## config.mk

```make
export PLATFORM = sky130hd
export DESIGN_NAME = freq_meter
export DESIGN_NICKNAME = d
export VERILOG_FILES = /design/src/rtl/freq_meter_pkg.sv /design/src/rtl/freq_meter_sync_edge.sv /design/src/rtl/freq_meter.sv
export SDC_FILE = /design/constraint.sdc
export NUM_CORES = 1
export LEC_CHECK = 0
export ABC_AREA = 1
export BUFFER_PORTS_ARGS = -buffer_cell sky130_fd_sc_hd__buf_2
export CAP_MARGIN = 30
export CORE_MARGIN = 5
export CORE_UTILIZATION = 61
export CTS_CLUSTER_DIAMETER = 100
export DETAILED_ROUTE_END_ITERATION = 16
export PLACE_DENSITY = 0.8
export SKIP_LAST_GASP = 1
export SYNTH_ARGS = -nofsm -noshare
export SYNTH_HDL_FRONTEND = slang
export SYNTH_SLANG_ARGS = --single-unit
```

## constraint.sdc

```tcl
create_clock -name clk_in -period 3.54 [get_ports clk_in]
set_clock_uncertainty 0.2 [all_clocks]
set_input_delay 0.177 -clock clk_in [delete_from_list [all_inputs] [get_ports clk_in]]
set_output_delay 0.177 -clock clk_in [all_outputs]
set_load 0.02 [all_outputs]
```

## src/rtl/freq_meter_pkg.sv

```systemverilog
// freq_meter_pkg: shared constants, FSM state encoding and gate-length helper for freq_meter.
package freq_meter_pkg;

    localparam int unsigned BASE_FREQ = 50_000_000;

    typedef enum logic [1:0] {
        ST_IDLE  = 2'd0,
        ST_GATE  = 2'd1,
        ST_LATCH = 2'd2
    } state_t;

    function automatic int unsigned gate_cycles_ms(input int unsigned ms);
        return (BASE_FREQ / 1000) * ms;
    endfunction

endpackage

```

## src/rtl/freq_meter_sync_edge.sv

```systemverilog
// sync_edge: multi-flop synchronizer plus rising-edge detector for an asynchronous input.
module sync_edge #(
    parameter int SYNC_STAGES = 2
) (
    input  logic clk_in,
    input  logic rst_a_p,
    input  logic d_in,
    output logic rise_p
);

    logic [SYNC_STAGES-1:0] sync_q;
    logic                   prev_q;

    always_ff @(posedge clk_in or posedge rst_a_p) begin
        if (rst_a_p) begin
            sync_q <= '0;
            prev_q <= 1'b0;
        end else begin
            sync_q <= {sync_q[SYNC_STAGES-2:0], d_in};
            prev_q <= sync_q[SYNC_STAGES-1];
        end
    end

    assign rise_p = sync_q[SYNC_STAGES-1] & ~prev_q;

endmodule

```

## src/rtl/freq_meter.sv

```systemverilog
// freq_meter: counts synchronized rising edges of sig_in over a GATE_CYCLES window and latches the result.
// Define FREQ_METER_PERIOD_EN to add period_out, the clk_in-cycle distance between consecutive edges.
module freq_meter #(
    parameter int unsigned BASE_FREQ   = freq_meter_pkg::BASE_FREQ,
    parameter int unsigned GATE_CYCLES = BASE_FREQ,
    parameter int          CNT_W       = 26,
    parameter int          SYNC_STAGES = 2
) (
    input  logic             clk_in,
    input  logic             rst_a_p,
    input  logic             enable,
    input  logic             sig_in,
    output logic [CNT_W-1:0] count_out,
    output logic             valid,
    output logic             overflow,
    output logic             busy
`ifdef FREQ_METER_PERIOD_EN
    ,
    output logic [CNT_W-1:0] period_out
`endif
);

    import freq_meter_pkg::*;

    localparam int         GW      = $clog2(GATE_CYCLES);
    localparam logic [CNT_W-1:0] CNT_MAX = {CNT_W{1'b1}};

    if (GATE_CYCLES < 4 || SYNC_STAGES < 2 || BASE_FREQ == 0) begin : g_bad_cfg
        $error("freq_meter: GATE_CYCLES must be >= 4, SYNC_STAGES >= 2, BASE_FREQ > 0");
    end

    logic edge_p;

    sync_edge #(.SYNC_STAGES(SYNC_STAGES)) u_sync (
        .clk_in (clk_in),
        .rst_a_p(rst_a_p),
        .d_in   (sig_in),
        .rise_p (edge_p)
    );

    state_t           state_q, state_d;
    logic [GW-1:0]    gate_q, gate_d;
    logic [CNT_W-1:0] edge_q, edge_d, count_q, count_d;
    logic             sat_q, sat_d, ovf_q, ovf_d, valid_q, valid_d;
    logic [CNT_W-1:0] cnt_nxt;
    logic             sat_nxt, last;

    // The final window cycle's edge is folded in before latching.
    assign cnt_nxt = (edge_p && edge_q != CNT_MAX) ? edge_q + 1'b1 : edge_q;
    assign sat_nxt = sat_q | (edge_p && edge_q == CNT_MAX);
    assign last    = gate_q == GW'(GATE_CYCLES - 1);

    always_comb begin
        state_d = state_q;
        gate_d  = '0;
        edge_d  = '0;
        sat_d   = 1'b0;
        count_d = count_q;
        ovf_d   = ovf_q;
        valid_d = 1'b0;
        case (state_q)
            ST_IDLE:  state_d = enable ? ST_GATE : ST_IDLE;
            ST_GATE: begin
                if (!enable) begin
                    state_d = ST_IDLE;
                end else if (last) begin
                    state_d = ST_LATCH;
                    count_d = cnt_nxt;
                    ovf_d   = sat_nxt;
                    valid_d = 1'b1;
                end else begin
                    gate_d = gate_q + 1'b1;
                    edge_d = cnt_nxt;
                    sat_d  = sat_nxt;
                end
            end
            ST_LATCH: state_d = enable ? ST_GATE : ST_IDLE;
            default:  state_d = ST_IDLE;
        endcase
    end

    always_ff @(posedge clk_in or posedge rst_a_p) begin
        if (rst_a_p) begin
            state_q <= ST_IDLE;
            gate_q  <= '0;
            edge_q  <= '0;
            sat_q   <= 1'b0;
            count_q <= '0;
            ovf_q   <= 1'b0;
            valid_q <= 1'b0;
        end else begin
            state_q <= state_d;
            gate_q  <= gate_d;
            edge_q  <= edge_d;
            sat_q   <= sat_d;
            count_q <= count_d;
            ovf_q   <= ovf_d;
            valid_q <= valid_d;
        end
    end

    assign count_out = count_q;
    assign overflow  = ovf_q;
    assign valid     = valid_q;
    assign busy      = state_q == ST_GATE;

`ifdef FREQ_METER_PERIOD_EN
    logic [CNT_W-1:0] per_q, period_q;

    always_ff @(posedge clk_in or posedge rst_a_p) begin
        if (rst_a_p) begin
            per_q    <= '0;
            period_q <= '0;
        end else if (!enable) begin
            per_q <= '0;
        end else if (edge_p) begin
            period_q <= (per_q == CNT_MAX) ? per_q : per_q + 1'b1;
            per_q    <= '0;
        end else if (per_q != CNT_MAX) begin
            per_q <= per_q + 1'b1;
        end
    end

    assign period_out = period_q;
`endif

endmodule

```

==> flow_summary.json, run 1 <==
{
  "start_util_pct": 62.29,
  "grt_start_max_net_pins": 38,
  "grt_pass1_wl_um": 18990,
  "core.rowCount": 32,
  "synth_most_common_cell": "nand2_1",
  "cap_viol_max_count": 0,
  "die_y_um": 98.37,
  "critPathKind": "flip-flop to flip-flop",
  "fill_cells": 658,
  "power_switching_uw": 432.0,
  "grtUsageTotal_pct": 23.98,
  "hold_path_class": "flip-flop to flip-flop",
  "p_int_mw": 1.470,
  "avgSynthCellArea_um2": 7.195,
  "finalHoldViolCount": 0,
  "ys_seq_elements": 86,
  "tightest_slew_ns": 0.6828,
  "die_x_um": 98.37,
  "rsz0062_at_grt": "no",
  "ant_nets": 0,
  "ff_latch_area_um2": 2152,
  "dp_slack_ns": 1.153,
  "core_um2": 7647,
  "drt_iter0_markers": 216,
  "cts.sink_count": 86,
  "area_growth_pct": 10.72,
  "synthDistinctLibCells": 31,
  "vias": 4268,
  "fin_crit_ns": 2.430,
  "nNetsFinal": 708,
  "grt_overflow_total": 0,
  "fin_crit_sh_pct": 68.63,
  "synth_warnings": 0,
  "crit_required_ns": 3.58,
  "post-route-util_pct": 68.96,
  "drt-vias-per-instance": 5.282,
  "grt_pass1_vias": 4153,
  "synthFlopType": "dfrtp_1",
  "yosysSeqAreaShare_pct": 45.18,
  "drc": 0,
  "p_leak_nw": 2.708,
  "cts_buffers": 9,
  "slew_headroom_pct": 54.43,
  "numPortBuffers": 32,
  "clk_latency_ns": 0.36,
  "synth.area.top_cells": "dfrtp_1, nand2_1, nor2_1, inv_1, nand3_1",
  "cp_max_fo": 15,
  "drv_slew": 0,
  "switching_share_pct": 22.71,
  "cp_data_arrival_time_ns": 2.47,
  "cts_tree": "done",
  "yosysTopAreaCellShare_pct": 45.18,
  "firstDrtPassIters": 5,
  "whs_ns": 0.1570,
  "synth_common_cells": "nand2_1, nor2_1, dfrtp_1",
  "power_frac_comb_pct": 4.3,
  "pwr-share-clk_pct": 43.6,
  "cts-resized-gates": 0,
  "crit_path_start_kind": "flip-flop",
  "gp_congestion": 0.9284,
  "cts-root-buf": "clkbuf_8",
  "seq_power_share_pct": 52.1,
  "cts_max_path_buffers": 2,
  "max_freq_ghz": 0.4116,
  "diodes": 0,
  "status": "completed",
  "final.setup.worst_slack_ns": 1.110,
  "vdd.ir_drop.worst_mv": 0.2603,
  "synth_nets": 668,
  "drt-wirelength-per-cell_um": 13.43,
  "clk_pin_slew_worst_paths_ns": 0.08,
  "multiInputGateArea_um2": 2250,
  "synth_cells": 662,
  "cp-end-kind": "flip-flop",
  "drive_gt1_share_pct": 12.04,
  "die-area_um2": 9676,
  "synth_area_um2": 4763,
  "ioPinCount": 33,
  "async_flop_share_pct": 100.0,
  "synth_edf_count": 0,
  "setup_tns_ns": 0,
  "yosysTopAreaCell": "dfrtp_1",
  "antenna_found_initial": 0,
  "routed_wl_um": 10850,
  "finalSetupViolCount": 0,
  "cts-htree-levels": 3,
  "power.density_nw_per_um2": 360.7,
  "hpwl_um": 7950
}
-- cells by family (layout without fill, tap and decap cells) --
family	after synthesis	after routing	share of synthesized area, %
AO/OA/AOI/OAI	26	26	2.784
XOR/XNOR	15	15	2.758
adder cells (fa/ha/maj)	2	2	0.5253
buffers and inverters	86	130	7.591
flip-flops	86	86	45.18
AND/OR/NAND/NOR	447	447	41.16
-- power groups by stage --
| stage | combinational, mW | clock (mW) | sequential, mW |
|---|---|---|---|
| final | 0.0815 | 0.829 | 0.992 |
| after floorplan | 0.0590 | 0 | 1.01 |
| after global placement | 0.0777 | 0 | 1.01 |
| after detailed placement | 0.0805 | 0 | 1.01 |
| after global routing | 0.0946 | 0.896 | 0.993 |
| after CTS | 0.0831 | 0.839 | 0.992 |
-- placed cells by master (no fill, tap or decap), types with 4 or more instances in the layout --
master    count
nand2_2      14
buf_2        32
a21oi_1      18
nand4_1      15
dfrtp_1      86
inv_1        70
o21ai_0       7
xnor2_1       5
clkbuf_8      9
xor2_1       10
nor2_1       97
nor3_1       15
nor2_4        5
buf_4         4
nand2_1     237
nand3_1      48
nand3b_1      4
-- stage by stage --
stage | cell area, µm² | power [mW] | instances
2_1_floorplan | 4763 | 1.069 | 662
3_3_place_gp | 5009 | 1.088 | 790
3_5_place_dp | 5009 | 1.092 | 790
4_1_cts | 5274 | 1.914 | 808
5_1_grt | 5274 | 1.984 | 808
6_report | 5274 | 1.902 | 808
-- registers in the layout, indices dropped and copies added, names as in the netlist --
register and flops:
count_out 26, edge_q 26, gate_q 26, overflow 1, sat_q 1, state_q 2
u_sync.prev_q 1, u_sync.sync_q 2, valid 1
-- cell type report --
type / instances / area share (%)
multi-input cells: 490 / 42.66
flip-flops and latches: 86 / 40.81
inverters: 76 / 5.480
repair buffers: 39 / 4.176
well taps: 102 / 2.420
clock buffers: 9 / 2.349
clock inverters: 6 / 2.112
-- path summary, 6_finish.rpt --
path / start / end / slack [ns] / depth (start not counted)
max reg2reg: gate_q[0] / edge_q[1] / 1.11 / 9
max in group asynchronous: rst_a_p / gate_q[7] / 2.11 / 4
max: gate_q[0] / edge_q[1] / 1.11 / 9
min reg2reg: u_sync.sync_q[0] / u_sync.sync_q[1] / 0.16 / 0
min: u_sync.sync_q[0] / u_sync.sync_q[1] / 0.16 / 0
min in group asynchronous: rst_a_p / count_out[7] / 0.24 / 3
-- worst max-delay path, cell delays in order (launching register included) --
cell,delay [ns]
dfrtp_1,0.38
ha_1,0.22
nand3_1,0.15
nor2_1,0.17
inv_1,0.08
nor2_1,0.16
nand3_2,0.14
nand2_1,0.44
buf_4,0.31
nor2_1,0.07
-- metal layers --
metal / vias to the layer above / wire length [µm] / GRT usage (%) / share of wire, %
met4: 0 / 265 / 9.559 / 2.4
met2: 124 / 5466 / 40.77 / 50
li1: 2134 / - / - / -
met3: 22 / 489 / 4.286 / 4.5
met5: - / 0 / 0 / 0
met1: 1988 / 4631 / 30.27 / 43
-- timing repair --
item / in CTS / in global routing
hold buffers: 3 / 0
setup buffers: 0 / 0
endpoints found under the hold margin: 40 / 0
Power figures use the tool's default switching activity.
==> run 2: changes to the inputs <==
--- a/config.mk
+++ b/config.mk
@@ -9,10 +9,10 @@
 export BUFFER_PORTS_ARGS = -buffer_cell sky130_fd_sc_hd__buf_2
 export CAP_MARGIN = 30
 export CORE_MARGIN = 5
-export CORE_UTILIZATION = 61
+export CORE_UTILIZATION = 55
 export CTS_CLUSTER_DIAMETER = 100
 export DETAILED_ROUTE_END_ITERATION = 16
-export PLACE_DENSITY = 0.8
+export PLACE_DENSITY = 0.77
 export SKIP_LAST_GASP = 1
 export SYNTH_ARGS = -nofsm -noshare
 export SYNTH_HDL_FRONTEND = slang
==> constraint.sdc (replaced) <==
create_clock -name clk_in -period 2.15 [get_ports clk_in]
set_clock_uncertainty 0.2 [all_clocks]
set_input_delay 0.1075 -clock clk_in [delete_from_list [all_inputs] [get_ports clk_in]]
set_output_delay 0.1075 -clock clk_in [all_outputs]
set_load 0.02 [all_outputs]
==> flow_summary.json, run 2 (synthesis results as in run 1) <==
{
  "cts_max_path_buffers": 2,
  "vdd.ir_drop.worst_mv": 0.3093,
  "drive_gt1_share_pct": 15.10,
  "critPathSlowestCell": "dfrtp_1",
  "timing.rr.end": "count_out[18]",
  "cp_common_cell": "nand3_1",
  "fin_cells": 830,
  "cp.depth": 9,
  "clk_latency_ns": 0.36,
  "hold_path_class": "flip-flop to flip-flop",
  "status": "completed",
  "routed_wl_um": 11010,
  "firstDrtPassIters": 5,
  "power.density_nw_per_um2": 525.3,
  "cp_cell_sequence": "ha_2, buf_4, nand3_1, nor2_2, nand4_1, nor2_1, nand3_1, nand3_1, nand2_1",
  "gp_congestion": 0.9251,
  "grtUsageTotal_pct": 23.12,
  "antenna_found_initial": 0,
  "cts_tree": "done",
  "grt_overflow_total": 0,
  "drt-wirelength-per-cell_um": 13.26,
  "layout_common_cells": "nand2_1, nor2_1, dfrtp_1",
  "hold_depth": 0,
  "die_y_um": 103.1,
  "critPathMaxStageDelay_ns": 0.40,
  "cp-end-kind": "flip-flop",
  "final_common_cell": "nand2_1",
  "numPortBuffers": 32,
  "holdPathEnd": "u_sync.sync_q[1]",
  "rsz0062_at_grt": "yes",
  "core_um2": 8593,
  "start_util_pct": 55.43,
  "drv_slew": 0,
  "crit_required_ns": 2.20,
  "ioPinCount": 33,
  "dp_cells": 808,
  "cp_num_buf_inv": 1,
  "core.rowCount": 34,
  "cts.sink_count": 86,
  "min_from": "u_sync.sync_q[0]",
  "cts-root-buf": "clkbuf_8",
  "reg2regPathDepth": 9,
  "grt_pass1_vias": 4221,
  "slew_headroom_pct": 54.80,
  "finalHoldViolCount": 0,
  "diodes": 0,
  "grt_pass1_wl_um": 19420,
  "p_leak_nw": 2.771,
  "finalSetupViolCount": 0,
  "cp_max_fo": 4,
  "fin_crit_ns": 2.000,
  "crit_path_start_kind": "flip-flop",
  "cts-htree-levels": 3,
  "crit_family": "simple AND/OR/NAND/NOR gates",
  "drt-vias-per-instance": 5.111,
  "fin_crit_sh_pct": 93.02,
  "post-route-util_pct": 63.16,
  "vias": 4242,
  "cts_buffers": 9,
  "grt_start_max_net_pins": 32,
  "die-area_um2": 10620,
  "cp_data_arrival_time_ns": 2.05,
  "ant_nets": 0,
  "setup_tns_ns": 0,
  "drt_iter0_markers": 232,
  "tightest_slew_ns": 0.6766,
  "hpwl_um": 8148,
  "drc": 0,
  "max_freq_ghz": 0.5000,
  "die_x_um": 103.1,
  "critPathKind": "flip-flop to flip-flop",
  "r2r-start": "edge_q[1]",
  "nNetsFinal": 723,
  "cap_viol_max_count": 0,
  "reg2reg_slack_ns": 0.15,
  "clk_pin_slew_worst_paths_ns": 0.09,
  "area_growth_pct": 13.95
}
## run 2: how the worst max path moves through the flow
stage	start	end
2_1_floorplan	state_q[1]	count_out[18]
3_3_place_gp	gate_q[0]	edge_q[21]
3_5_place_dp	gate_q[0]	edge_q[19]
4_1_cts	gate_q[0]	edge_q[21]
5_1_grt	edge_q[1]	count_out[17]
6_report	edge_q[1]	count_out[18]
## run 2: timing repair
action	CTS	global route
buffers inserted	0	3
setup endpoints to repair	0	76
resized for setup	0	11
hold endpoints to repair	33	0
hold buffers	3	0
## run 2: routing by layer
metal	vias up	part of all wire, %	GRT usage (%)
met4	0	1.3	6.773
met1	1962	48	31.61
met3	12	4.2	4.465
li1	2176	-	-
met5	-	0	0
met2	92	46	37.49
## run 2: area by class of cell
cell class	instances	area, µm²
clock buffer	10	137.6
tap	108	135.1
clock inverter	6	45.04
timing repair buffer	54	382.9
multi-input combinational	490	2281
sequential	86	2152
fill	778	3166
inverter	76	294.0
## run 2: through the flow
| step | setup WS, ns | instance area [µm²] | total power, mW | hold WS [ns] |
|---|---|---|---|---|
| 3_3_place_gp | 0.1249 | 5159 | 1.811 | 0.01626 |
| 3_5_place_dp | 0.03969 | 5159 | 1.814 | 0.01759 |
| 4_1_cts | 0.02339 | 5371 | 2.889 | 0.1625 |
| 6_report | 0.1502 | 5428 | 2.851 | 0.1569 |
| 2_1_floorplan | 0.2129 | 4767 | 1.761 | -0.06107 |
| 5_1_grt | -0.002298 | 5428 | 2.993 | 0.1731 |
## run 2: worst register-to-register path, cell delays in order, from the launching register on
cell and delay, ns:
dfrtp_1 0.40, ha_2 0.21, buf_4 0.12, nand3_1 0.18, nor2_2 0.18, nand4_1 0.14, nor2_1 0.21, nand3_1 0.12
nand3_1 0.09, nand2_1 0.05
## run 2: where the power goes
group	internal (mW)	switching, mW
sequential	1.63	0.00632
combinational	0.0454	0.112
clock	0.457	0.604
